## src/rtl/piso_stream_nword.sv

```systemverilog
// piso_stream_nword: parallel-in/serial-out word shifter with ready/valid on both sides (optional PISO_PREFETCH_EN adds a one-load holding register)
module piso_stream_nword #(
  parameter int DATA_W = 16,
  parameter int DEPTH  = 8
) (
  input  logic                    clk,
  input  logic                    rst,
  input  logic [DEPTH*DATA_W-1:0] par_in,
  input  logic                    load_valid,
  output logic                    load_ready,
  output logic [DATA_W-1:0]       out_data,
  output logic                    out_valid,
  input  logic                    out_ready,
  output logic                    out_last,
  output logic                    busy
);
  localparam int CW = (DEPTH > 1) ? $clog2(DEPTH) : 1;
  localparam logic [CW-1:0] LAST = CW'(DEPTH - 1);
  typedef enum logic {IDLE, SHIFT} state_t;
  state_t                  state;
  logic [DEPTH*DATA_W-1:0] sreg;
  logic [CW-1:0]           cnt;
  logic                    beat, last_beat, load;
  assign out_data  = sreg[DATA_W-1:0];
  assign out_valid = state == SHIFT;
  assign busy      = state == SHIFT;
  assign out_last  = out_valid && cnt == LAST;
  assign beat      = out_valid && out_ready;
  assign last_beat = beat && out_last;
  assign load      = load_valid && load_ready;
`ifdef PISO_PREFETCH_EN
  logic [DEPTH*DATA_W-1:0] hold;
  logic                    full;
  assign load_ready = !full;
  // shift/emit control; a queued load takes over the shifter on the last beat without a bubble
  always_ff @(posedge clk) begin
    if (rst) begin
      state <= IDLE;
      sreg  <= '0;
      cnt   <= '0;
      hold  <= '0;
      full  <= 1'b0;
    end else if (state == IDLE) begin
      if (load) begin
        sreg  <= par_in;
        cnt   <= '0;
        state <= SHIFT;
      end
    end else begin
      if (last_beat) begin
        cnt <= '0;
        if (full) begin
          sreg <= hold;
          full <= 1'b0;
        end else if (load) begin
          sreg <= par_in;
        end else begin
          sreg  <= sreg >> DATA_W;
          state <= IDLE;
        end
      end else begin
        if (beat) begin
          sreg <= sreg >> DATA_W;
          cnt  <= cnt + 1'b1;
        end
        if (load) begin
          hold <= par_in;
          full <= 1'b1;
        end
      end
    end
  end
`else
  assign load_ready = state == IDLE;
  // shift/emit control; loads are only taken while idle
  always_ff @(posedge clk) begin
    if (rst) begin
      state <= IDLE;
      sreg  <= '0;
      cnt   <= '0;
    end else if (state == IDLE) begin
      if (load) begin
        sreg  <= par_in;
        cnt   <= '0;
        state <= SHIFT;
      end
    end else if (beat) begin
      sreg  <= sreg >> DATA_W;
      cnt   <= last_beat ? '0 : cnt + 1'b1;
      state <= last_beat ? IDLE : SHIFT;
    end
  end
`endif
endmodule
```

## config.mk

```make
export PLATFORM = sky130hd
export DESIGN_NAME = piso_stream_nword
export DESIGN_NICKNAME = d
export VERILOG_FILES = /design/src/rtl/piso_stream_nword.sv
export SDC_FILE = /design/constraint.sdc
export NUM_CORES = 1
export LEC_CHECK = 0
export CAP_MARGIN = 20
export CORE_MARGIN = 2
export CORE_UTILIZATION = 45
export DETAILED_ROUTE_END_ITERATION = 7
export HOLD_SLACK_MARGIN = 0.06
export PLACE_DENSITY = 0.81
export RECOVER_POWER = 25
export SETUP_SLACK_MARGIN = 0.2
export SLEW_MARGIN = 5
export SYNTH_ARGS = -nofsm -noshare
export SYNTH_HDL_FRONTEND = slang
export SYNTH_SLANG_ARGS = --single-unit
```

## constraint.sdc

```tcl
create_clock -name clk -period 1.31 [get_ports clk]
set_input_delay 0.393 -clock clk [delete_from_list [all_inputs] [get_ports clk]]
set_output_delay 0.393 -clock clk [all_outputs]
set_load 0.01 [all_outputs]
```

# Word level (Yosys, flattened, before mapping)
# Cells that the tools add are included.
word_totals:
  regBits: 132
  out_inout_bits: 20
op_classes:
  addsub: 1
  eq_ne: 2
  muxes: 11
  bitwise_logic: 1
  n_reduce_logical: 6
ops:
  columns: ["cell", "n"]
  rows:
  - ["$mux W128", 3]
  - ["$mux W3", 4]
  - ["$logic_and A1 B1 Y1", 4]
  - ["$mux W1", 4]
  - ["$add A3 B1 Y3 const B", 1]
  - ["$eq A3 B3 Y1 const B", 1]
  - ["$ne A2 B1 Y1 const B", 1]
  - ["$reduce_and A2 Y1", 1]
  - ["$reduce_bool A2 Y1", 1]
  - ["$not A1 Y1", 1]

# Depth between registers and ports, before layout
depth:
  ltp_word: 6
  ltp_mapped: 6

# Least setup slack after synthesis
# Ideal clock, no wire load.
synth_timing:
  path_type: "reg-to-output"
  from: "reg state, in the netlist busy"
  to: "out out_last"
  arrival_ns: 1.110
  required_ns: 0.917
  slack_ns: -0.193
  path_stages_with_launch: 5
  cell_sequence: "dfxtp_1 -> buf_4 -> buf_6 -> buf_4 -> and2_1"
synth_via:
  elab_chain_len: 1
synth_lines:
  columns: ["element", "line_no", "text"]
  rows:
  - ["start: declaration", "20", "state_t state;"]
  - ["start signal: assignment", "90", "state <= last_beat ? IDLE : SHIFT;"]
  - ["$logic_and A1 B1 Y1", "27", "assign out_last = out_valid && cnt == LAST;"]
  - ["end: declaration", "14", "output logic out_last,"]
# Every way passes these cells.

# Final worst setup path
layout_timing:
  from: "reg cnt[1]"
  to: "out out_last"
layout_via:
  elab_chain_len: 2
layout_lines:
  columns: ["element", "line_no", "text"]
  rows:
  - ["start: declaration", "22", "logic [CW-1:0] cnt;"]
  - ["start signal: assignment", "89", "cnt <= last_beat ? '0 : cnt + 1'b1;"]
  - ["$eq A3 B3 Y1", "27", null]
  - ["$logic_and A1 B1 Y1", "27", null]
# Every way passes these cells.

==> flow_summary_export.csv <==
group,metric,value,unit
worst_setup_path,cp_data_required_time,0.92,ns
timing,setup_ws,-0.421,ns
synthesis,async_flop_share,0,
floorplanning,die_w,123,µm
worst_setup_path,cp-end-kind,"primary output",
synthesis,synthCells,590,
worst_setup_path,path_common_cell,"ha_4",
route,dr.max_layer_used,"met4",
run_status,violations,"negative setup slack",
synthesis,synth_seq_cells,132,
global_routing,grt_pass1_vias,5993,
clock_network,holdBufCountCts,0,
layout,area_growth,75.9,%
hold_path,hold_class,"in2reg",
timing,hold_viol,0,
flow_run,maxCapViolCount,0,
synthesis,synth_top_area_cell,"dfxtp_1",
power_and_ir_drop,peakVddDrop,0.000933,V
layout,fillers,683,
placed_design,dpl.hpwl,11.0,mm
synthesis,yosysSeqAreaShare,0.413,
timing,setup_tns,-36.74,ns
floorplanning,core,0.0139,mm²
route,wl_met1,9.30,mm
placed_design,io_buffers,151,
power_and_ir_drop,power_density,1230,mW/mm²
clock_network,htree_levels,4,
route,drc,0,
timing,fmax,578,MHz
floorplanning,io_pins,152,
clock_network,cts_root_buf,"clkbuf_16",
clock_network,clkTransAtPathRegs,0.06,ns
clock_network,cts_sinks,132,
route,drt-initial-drc-count,238,
synthesis,synth.distinct_cells,19,
worst_setup_path,critical_path_arrival,1.34,ns
synthesis,netlist_area,0.00639,mm²
timing,slew-limit-headroom,0.712,
timing,finalSetupViolCount,135,
route,firstDrtPassIters,4,
clock_network,cts-buffers-inserted,17,
route,wirelength,25.3,mm
worst_setup_path,path_class,"reg2out",
synthesis,synth_edf_count,0,
timing,tightestPinTransition,0.420,ns
worst_setup_path,cp-start-kind,"flop",
route,dr_wl_met3,1.69,mm
timing,period_share,1.32,
synthesis,synth_area_leaders,"dfxtp_1 41%, a211oi_2 22%, mux2i_1 18%",
clock_network,ctsLongestPathBuffers,2,
worst_setup_path,critical_path.cell_chain,"ha_4, ha_4, and2_4, buf_6",
global_routing,grt_pass1_wl,34.1,mm
run_status,outcome,"complete, but fails checks",
timing,slew_violations,0,
route,ant_nets,0,
synthesis,synth_fp_nets,724,
timing,fin_skew,0.0123,ns
route,vias,5738,
route,via_per_inst,5.81,
global_routing,grt_overflow_total,0,
synthesis,syn_area_per_cell,10.8,µm²
layout,final-instance-count-excl-fill,987,
timing,holdWs,0.291,ns
layout,finalInstanceArea,0.0112,mm²
placed_design,place_inst,873,
floorplanning,die_y,123,µm
worst_setup_path,path_max_fanout,3,
worst_setup_path,critPathSlowestCell,"dfxtp_2",
layout,nets,928,
floorplanning,initial_core_util,0.461,
global_routing,grt.total_usage,0.303,
floorplanning,num_rows,43,
placed_design,place_congestion,0.815,
global_routing,grt_max_degree,38,
placed_design,dp_slack,-0.874,ns
timing,period_needed,1.73,ns
synthesis,yosysWarnings,0,
placed_design,dpl_cell_area,0.00800,mm²
synthesis,synth_top_area_frac,0.413,
worst_setup_path,cp_slowest_stage_delay,0.33,ns
clock_network,cts_tree,"built",
timing,rsz0062_at_grt,"true",
global_routing,antenna_found_initial,1,
layout,drive_gt1_frac,0.527,
route,route.met2.wl,13.3,mm
synthesis,synth_ff_type,"dfxtp_1",
floorplanning,dieArea,0.0152,mm²
route,routedWlPerCell,25.6,µm
power_and_ir_drop,p_leak,4.14,nW
clock_network,clock_latency,0.43,ns
## Yosys cell counts (2+ instances only)
cell,n
nor2_1,132
buf_6,12
dfxtp_1,132
buf_4,31
a211oi_1,2
buf_2,18
a211oi_2,110
a22oi_1,18
mux2i_1,113
clkbuf_1,12
ha_1,2
## worst max-delay path: cells and delay by family (launching register included)
| kind | cells | cell delay [ns] |
|---|---|---|
| adder cells (fa/ha/maj) | 2 | 0.33 |
| buffers and inverters | 1 | 0.11 |
| flip-flops | 1 | 0.33 |
| AND/OR/NAND/NOR | 1 | 0.14 |
## worst paths after layout
path	from	to	slack (ns)	cells after the start
setup / recovery	cnt[1]	out_last	-0.42	4
hold / removal	rst	sreg[1]	0.29	2
setup reg to reg	busy	sreg[9]	-0.37	6
hold reg to reg	sreg[7]	sreg[7]	0.52	2
## cell type report
cell class	count	area, µm²	area share
Multi-Input combinational cell	385	4290	0.382
Timing Repair Buffer	257	3450	0.307
Sequential cell	132	2680	0.239
Clock buffer	23	488	0.0434
Tap cell	180	225	0.0200
Clock inverter	8	98.8	0.00879
Inverter	1	6.26	0.000556
Antenna cell	1	2.50	0.000222
## kinds of logic (layout without fill, tap and decap cells)
group | Yosys count | in the layout | synth area share
other | 0 | 1 | 0
buffers and inverters | 74 | 289 | 0.0792
muxes | 115 | 116 | 0.183
adders and majority gates | 2 | 2 | 0.00391
and+or+nand+nor | 136 | 136 | 0.0814
DFF | 132 | 132 | 0.413
AOI/OAI and AO/OA | 131 | 131 | 0.239
## routing by layer
| layer | vias to the layer above | global-route usage |
|---|---|---|
| met5 | - | 0 |
| met4 | 0 | 0.138 |
| met3 | 69 | 0.0992 |
| met2 | 243 | 0.530 |
| met1 | 2890 | 0.333 |
| li1 | 2536 | - |
## layout by cell type, fill, tap and decap left out, types with 2 or more instances in the layout
cell	Yosys	final
nor2_2	0	5
ha_4	0	2
buf_4	31	18
clkbuf_1	12	2
clkinvlp_4	0	2
dlygate4sd2_1	0	2
buf_12	0	30
a211oi_4	0	9
clkbuf_16	0	21
mux2i_2	0	3
buf_16	0	28
clkbuf_8	0	4
a211oi_2	110	103
clkinv_2	0	3
nor2_4	0	104
mux2i_4	1	2
bufinv_16	0	2
dfxtp_4	0	8
dfxtp_2	0	9
a22oi_2	0	18
buf_8	0	5
buf_6	12	41
clkdlybuf4s50_1	0	128
dfxtp_1	132	115
mux2i_1	113	109
nor2_1	132	23
## state kept, by name (all words and copies together), names as in the netlist
name  flops
busy      1
sreg    128
cnt       3
## stage by stage
| stage | util | total power, W |
|---|---|---|
| floorplan | - | 0.00625 |
| finish | 0.810 | 0.0138 |
| global route | 0.810 | 0.0141 |
| CTS | 0.771 | 0.0131 |
| detailed placement | 0.577 | 0.00700 |
| global placement | 0.577 | 0.00693 |
## report_power, final
group | internal [W] | switching (W)
logic | 0.00228 | 0.00182
clock network | 0.00299 | 0.00185
registers | 0.00441 | 0.000453
## repair_timing
| action | in CTS | in global routing |
|---|---|---|
| pin swaps | 13 | 29 |
| gates cloned | 27 | 5 |
| setup endpoints to repair | 152 | 152 |
| endpoints found under the hold margin | 0 | 0 |
| gates resized for setup | 384 | 74 |
| buffers inserted | 41 | 9 |
No activity file was read; power rests on OpenSTA's default activity.
